### src/rtl/tx_filt_ctrl.sv
// Symbol-rate to sample-rate controller for the TX pulse-shaping filter: buffers symbols,
// inserts OSR-1 zeros between them and flushes the filter with zeros on underrun.
// Optional: define TX_FILT_CTRL_UNDERRUN_CNT_EN to add a saturating 16-bit underrun counter.
module tx_filt_ctrl #(
    parameter int OSR        = 4,
    parameter int FLUSH_LEN  = 21,
    parameter int FIFO_DEPTH = 4
) (
    input  logic               clk,
    input  logic               reset,
    input  logic signed [17:0] sym_in,
    input  logic               sym_valid,
    output logic               sym_ready,
    output logic signed [17:0] x_out,
    output logic               sym_strobe,
    output logic               busy,
    output logic               underrun
`ifdef TX_FILT_CTRL_UNDERRUN_CNT_EN
    ,
    output logic        [15:0] underrun_cnt
`endif
);

    localparam int PH_W = $clog2(OSR);
    localparam int AW   = $clog2(FIFO_DEPTH);
    localparam int CW   = AW + 1;

    typedef enum logic [1:0] {
        IDLE,
        RUN,
        FLUSH
    } state_t;

    state_t             state, state_nxt;
    logic [PH_W-1:0]    ph, ph_nxt, ph_inc;
    logic [7:0]         flush_cnt, flush_nxt;
    logic signed [17:0] x_nxt;
    logic               strobe_nxt, underrun_nxt;

    logic signed [17:0] mem [FIFO_DEPTH];
    logic [AW-1:0]      rd_ptr, wr_ptr;
    logic [CW-1:0]      count;
    logic               full, empty, push, pop, slot;

    assign full      = (count == CW'(FIFO_DEPTH));
    assign empty     = (count == '0);
    // Ready is forced low while reset is held so nothing is accepted into a clearing FIFO.
    assign sym_ready = !full && !reset;
    assign push      = sym_valid && sym_ready;
    assign busy      = (state != IDLE);
    assign slot      = (ph == '0);
    assign ph_inc    = (ph == PH_W'(OSR - 1)) ? '0 : ph + PH_W'(1);

    // NOTE: every variable gets a default before the case so no path can infer a latch.
    always_comb begin
        state_nxt    = state;
        ph_nxt       = ph;
        flush_nxt    = flush_cnt;
        pop          = 1'b0;
        x_nxt        = '0;
        strobe_nxt   = 1'b0;
        underrun_nxt = 1'b0;
        case (state)
            IDLE: begin
                ph_nxt    = '0;
                flush_nxt = '0;
                if (!empty) begin
                    pop        = 1'b1;
                    x_nxt      = mem[rd_ptr];
                    strobe_nxt = 1'b1;
                    ph_nxt     = PH_W'(1);
                    state_nxt  = RUN;
                end
            end
            RUN: begin
                ph_nxt = ph_inc;
                if (slot) begin
                    if (!empty) begin
                        pop        = 1'b1;
                        x_nxt      = mem[rd_ptr];
                        strobe_nxt = 1'b1;
                    end else begin
                        underrun_nxt = 1'b1;
                        flush_nxt    = 8'd1;
                        state_nxt    = FLUSH;
                    end
                end
            end
            FLUSH: begin
                ph_nxt = ph_inc;
                // A fresh symbol at a slot boundary wins over finishing the drain.
                if (slot && !empty) begin
                    pop        = 1'b1;
                    x_nxt      = mem[rd_ptr];
                    strobe_nxt = 1'b1;
                    flush_nxt  = '0;
                    state_nxt  = RUN;
                end else if (flush_cnt == 8'(FLUSH_LEN)) begin
                    flush_nxt = '0;
                    state_nxt = IDLE;
                end else begin
                    flush_nxt = flush_cnt + 8'd1;
                end
            end
            default: state_nxt = IDLE;
        endcase
    end

    // NOTE: sequential state uses non-blocking assignments so all registers update together.
    always_ff @(posedge clk or posedge reset) begin
        if (reset) begin
            state      <= IDLE;
            ph         <= '0;
            flush_cnt  <= '0;
            x_out      <= '0;
            sym_strobe <= 1'b0;
            underrun   <= 1'b0;
        end else begin
            state      <= state_nxt;
            ph         <= ph_nxt;
            flush_cnt  <= flush_nxt;
            x_out      <= x_nxt;
            sym_strobe <= strobe_nxt;
            underrun   <= underrun_nxt;
        end
    end

    always_ff @(posedge clk or posedge reset) begin
        if (reset) begin
            rd_ptr <= '0;
            wr_ptr <= '0;
            count  <= '0;
        end else begin
            if (push) wr_ptr <= wr_ptr + AW'(1);
            if (pop)  rd_ptr <= rd_ptr + AW'(1);
            case ({push, pop})
                2'b10:   count <= count + CW'(1);
                2'b01:   count <= count - CW'(1);
                default: count <= count;
            endcase
        end
    end

    // NOTE: symbol storage is not reset; the pointers and count alone define what is valid.
    always_ff @(posedge clk) begin
        if (push) mem[wr_ptr] <= sym_in;
    end

`ifdef TX_FILT_CTRL_UNDERRUN_CNT_EN
    always_ff @(posedge clk or posedge reset) begin
        if (reset) begin
            underrun_cnt <= '0;
        end else if (underrun_nxt && (underrun_cnt != 16'hFFFF)) begin
            underrun_cnt <= underrun_cnt + 16'd1;
        end
    end
`endif

endmodule

### config.mk
export PLATFORM = sky130hd
export DESIGN_NAME = tx_filt_ctrl
export DESIGN_NICKNAME = d
export VERILOG_FILES = /design/src/rtl/tx_filt_ctrl.sv
export SDC_FILE = /design/constraint.sdc
export NUM_CORES = 1
export LEC_CHECK = 0
export CORE_AREA = 4 4 129 131
export CTS_BUF_LIST = sky130_fd_sc_hd__clkbuf_2
export CTS_CLUSTER_DIAMETER = 200
export DETAILED_ROUTE_END_ITERATION = 10
export DIE_AREA = 0 0 133 135
export PLACE_DENSITY = 0.48
export SLEW_MARGIN = 25
export SYNTH_ARGS = -nofsm -noshare
export SYNTH_HDL_FRONTEND = slang
export SYNTH_SLANG_ARGS = --single-unit
### constraint.sdc
create_clock -name clk -period 2.35 [get_ports clk]
set_input_delay 0.47 -clock clk [delete_from_list [all_inputs] [get_ports clk]]
set_output_delay 0.47 -clock clk [all_outputs]
set_load 0.01 [all_outputs]
==> flow_summary.yaml <==
floorplan:
  num_io_pins: 43
  num_rows: 46
  fp.dieH_um: 135
  initial_utilization_pct: 28.3
  dieArea_um2: 18000
  core_um2: 15600
  die_w_um: 133
drt:
  viasPerCell: 4.22
  wl_per_cell_um: 16.0
  firstDrtPassIters: 4
  drc_errors: 0
  routed_wl_um: 8670
  drtIter0Drc: 102
  via_count: 2293
  ant_nets: 0
worst_setup_path:
  arrival_ns: 2.74
  worstPathRequired_ns: 2.90
  startpoint_type: "register"
  crit_fanout: 5
  reg2reg_from: "ph[0]$_DFFE_PP0P_"
  ff2ff_setup_slack_ns: 0.16
  r2r.worst_path.cells: 6
  end_kind: "register"
  crit_type: "register to register"
  r2r_end: "flush_cnt[6]$_DFFE_PP0P_"
cells_and_area:
  final_util_pct: 34.9
  final_cell_mix: "72 x edfxtp_1, 40 x clkdlybuf4s50_1, 39 x dfrtp_1, 20 x and2_1, 19 x buf_4"
  drive_above_1_share_pct: 20.2
  design_area_um2: 5440
  final_common_cell: "edfxtp_1"
  final_cells: 543
  nNetsFinal: 358
  antennaDiodeCount: 0
  syn_to_final_growth_pct: 23.3
grt:
  grt_use_total_pct: 10.5
  antenna_found_initial: 0
  grt_max_degree: 31
  grt_pass1_vias: 2542
  grt_pass1_wl_um: 14200
  overflow: 0
sta:
  drv_slew: 0
  skew_ns: 0.0327
  period_share_pct: 93.0
  hold_viol_final: 0
  finalSetupViolCount: 0
  fin_crit_ns: 2.19
  holdWs_ns: 0.150
  grt_setup_unrepaired: "no"
  relSlewSlack_pct: 68.2
  setup_ws_ns: 0.165
  max_freq_mhz: 458
  tightest_slew_ns: 0.477
cts:
  clockRootBuffer: "clkbuf_2"
  clock_latency_ns: 0.62
  htreeDepth: 3
  tritoncts: "built"
  numCtsBuffers: 9
  cts.sink_count: 111
  path_clk_slew_ns: 0.32
  clock_path_buffers: 2
logic_synthesis:
  syn_area_um2: 4410
  synth_area_per_cell_um2: 17.3
  ys_ff_latch: 111
  synth_top_area_share_pct: 49.0
  yosys_warnings: 0
  synth.net_count: 291
  netlist_top_cells_area: "edfxtp_1 49%, dfrtp_1 22%, mux4_2 9.2%"
  synthDistinctLibCells: 37
  postSynthCellCount: 255
  synth_seq_area_share_pct: 71.2
  synth_top_area_cell: "edfxtp_1"
hold_path:
  hold_path.class: "input pin to async pin"
power:
  p_per_area_nw_per_um2: 1080
  p_leak_nw: 2.00
  peakVddDrop_mv: 0.366
placement:
  place_congestion: 0.729
  placedCellCount: 522
  io_buffers: 42
  place_area_um2: 5240
  post-place-ws_ns: -0.0815
  hpwl_um: 5600
job:
  maxCapViolations: 0
run_status:
  status: "finished, final reports clean"
[where the power goes]
group / total [W] / switching, W / internal [W]
clock network: 0.000972 / 0.000690 / 0.000282
logic: 0.00226 / 0.00111 / 0.00116
registers: 0.00263 / 0.000177 / 0.00245
total: 0.00587 / 0.00197 / 0.00389
[synthesized netlist by cell type, drive strengths merged]
cell and n:
nor3b 1, a221oi 1, a21o 1, mux2i 1, inv 16, nor4bb 1
clkbuf 6, mux4 18, nand2 7, a21oi 6, nor2 8, fa 1
ha 14, a211oi 4, and3 5, mux2 3, a221o 1, xor2 4
and2 20, edfxtp 72, a2111oi 1, nand4b 1, o21ai 5, o31ai 1
a31oi 2, nand3 1, nor3 1, nand2b 1, dfrtp 39, or4 1
or3 1, buf 2, o22ai 1, xnor2 7, or4b 1
[layer usage]
layer	share of wire [%]	wire length [um]	vias to the layer above	track usage, %
met5	0	0	-	0
met4	1.7	150	0	3.98
met3	4.0	343	12	3.20
met2	49	4260	43	17.4
met1	45	3920	1161	13.1
li1	-	-	1077	-
[worst max-delay path: stages, from the launching register on]
cell and delay, ns:
dfrtp_1 0.47, inv_1 0.09, ha_2 0.22, or4b_1 0.48, a21o_1 0.23, or4_4 0.51
a21oi_2 0.13
[worst max-delay path by stage]
stage / startpoint / endpoint / slack [ns] / depth (start not counted)
4_1_cts: ph[0]$_DFFE_PP0P_ / count[2]$_DFFE_PP0P_ / 0.05 / 10
5_1_grt: ph[0]$_DFFE_PP0P_ / count[2]$_DFFE_PP0P_ / 0.0006 / 10
6_report: ph[0]$_DFFE_PP0P_ / flush_cnt[6]$_DFFE_PP0P_ / 0.16 / 6
3_5_place_dp: reset / count[2]$_DFFE_PP0P_ / -0.08 / 10
3_3_place_gp: reset / count[2]$_DFFE_PP0P_ / -0.009 / 10
2_1_floorplan: state[0]$_DFFE_PP0P_ / count[2]$_DFFE_PP0P_ / 0.05 / 11
[sequential cells by signal (all words and copies together) (netlist names)]
name,cells
mem,72
x_out,18
flush_cnt,8
count,3
ph,2
rd_ptr,2
state,2
wr_ptr,2
sym_strobe,1
underrun,1
[per-stage QoR]
stage	total power [W]	TNS [ns]
3_3_place_gp	0.00490	-0.00891
6_report	0.00587	0
5_1_grt	0.00633	0
4_1_cts	0.00598	0
3_5_place_dp	0.00492	-0.119
2_1_floorplan	0.00401	0
[cell families (layout without fill, tap and decap cells)]
| kind of cell | after synthesis | in the layout | share of synthesized area (%) |
|---|---|---|---|
| simple gates | 49 | 49 | 6.41 |
| compound gates | 23 | 23 | 3.55 |
| flops | 111 | 111 | 71.2 |
| mux | 22 | 22 | 10.2 |
| buf+inv | 24 | 96 | 2.07 |
| xor+xnor | 11 | 11 | 2.18 |
| fa+ha+maj | 15 | 15 | 4.43 |
[timing repair]
action,CTS,global route
pin swaps,0,2
hold buffers,0,0
resized for setup,3,4
setup buffers,5,0
endpoints found under the hold margin,0,0
endpoints found under the setup margin,2,2
[layout make-up]
class | count | area (um^2)
clock buffers | 9 | 45.0
clock inverters | 7 | 98.8
fillers | 1526 | 10200
inverters | 16 | 60.1
multi-input cells | 120 | 1200
flip-flops and latches | 111 | 3140
well taps | 216 | 270
repair buffers | 64 | 621
Power figures use the tool's default switching activity.
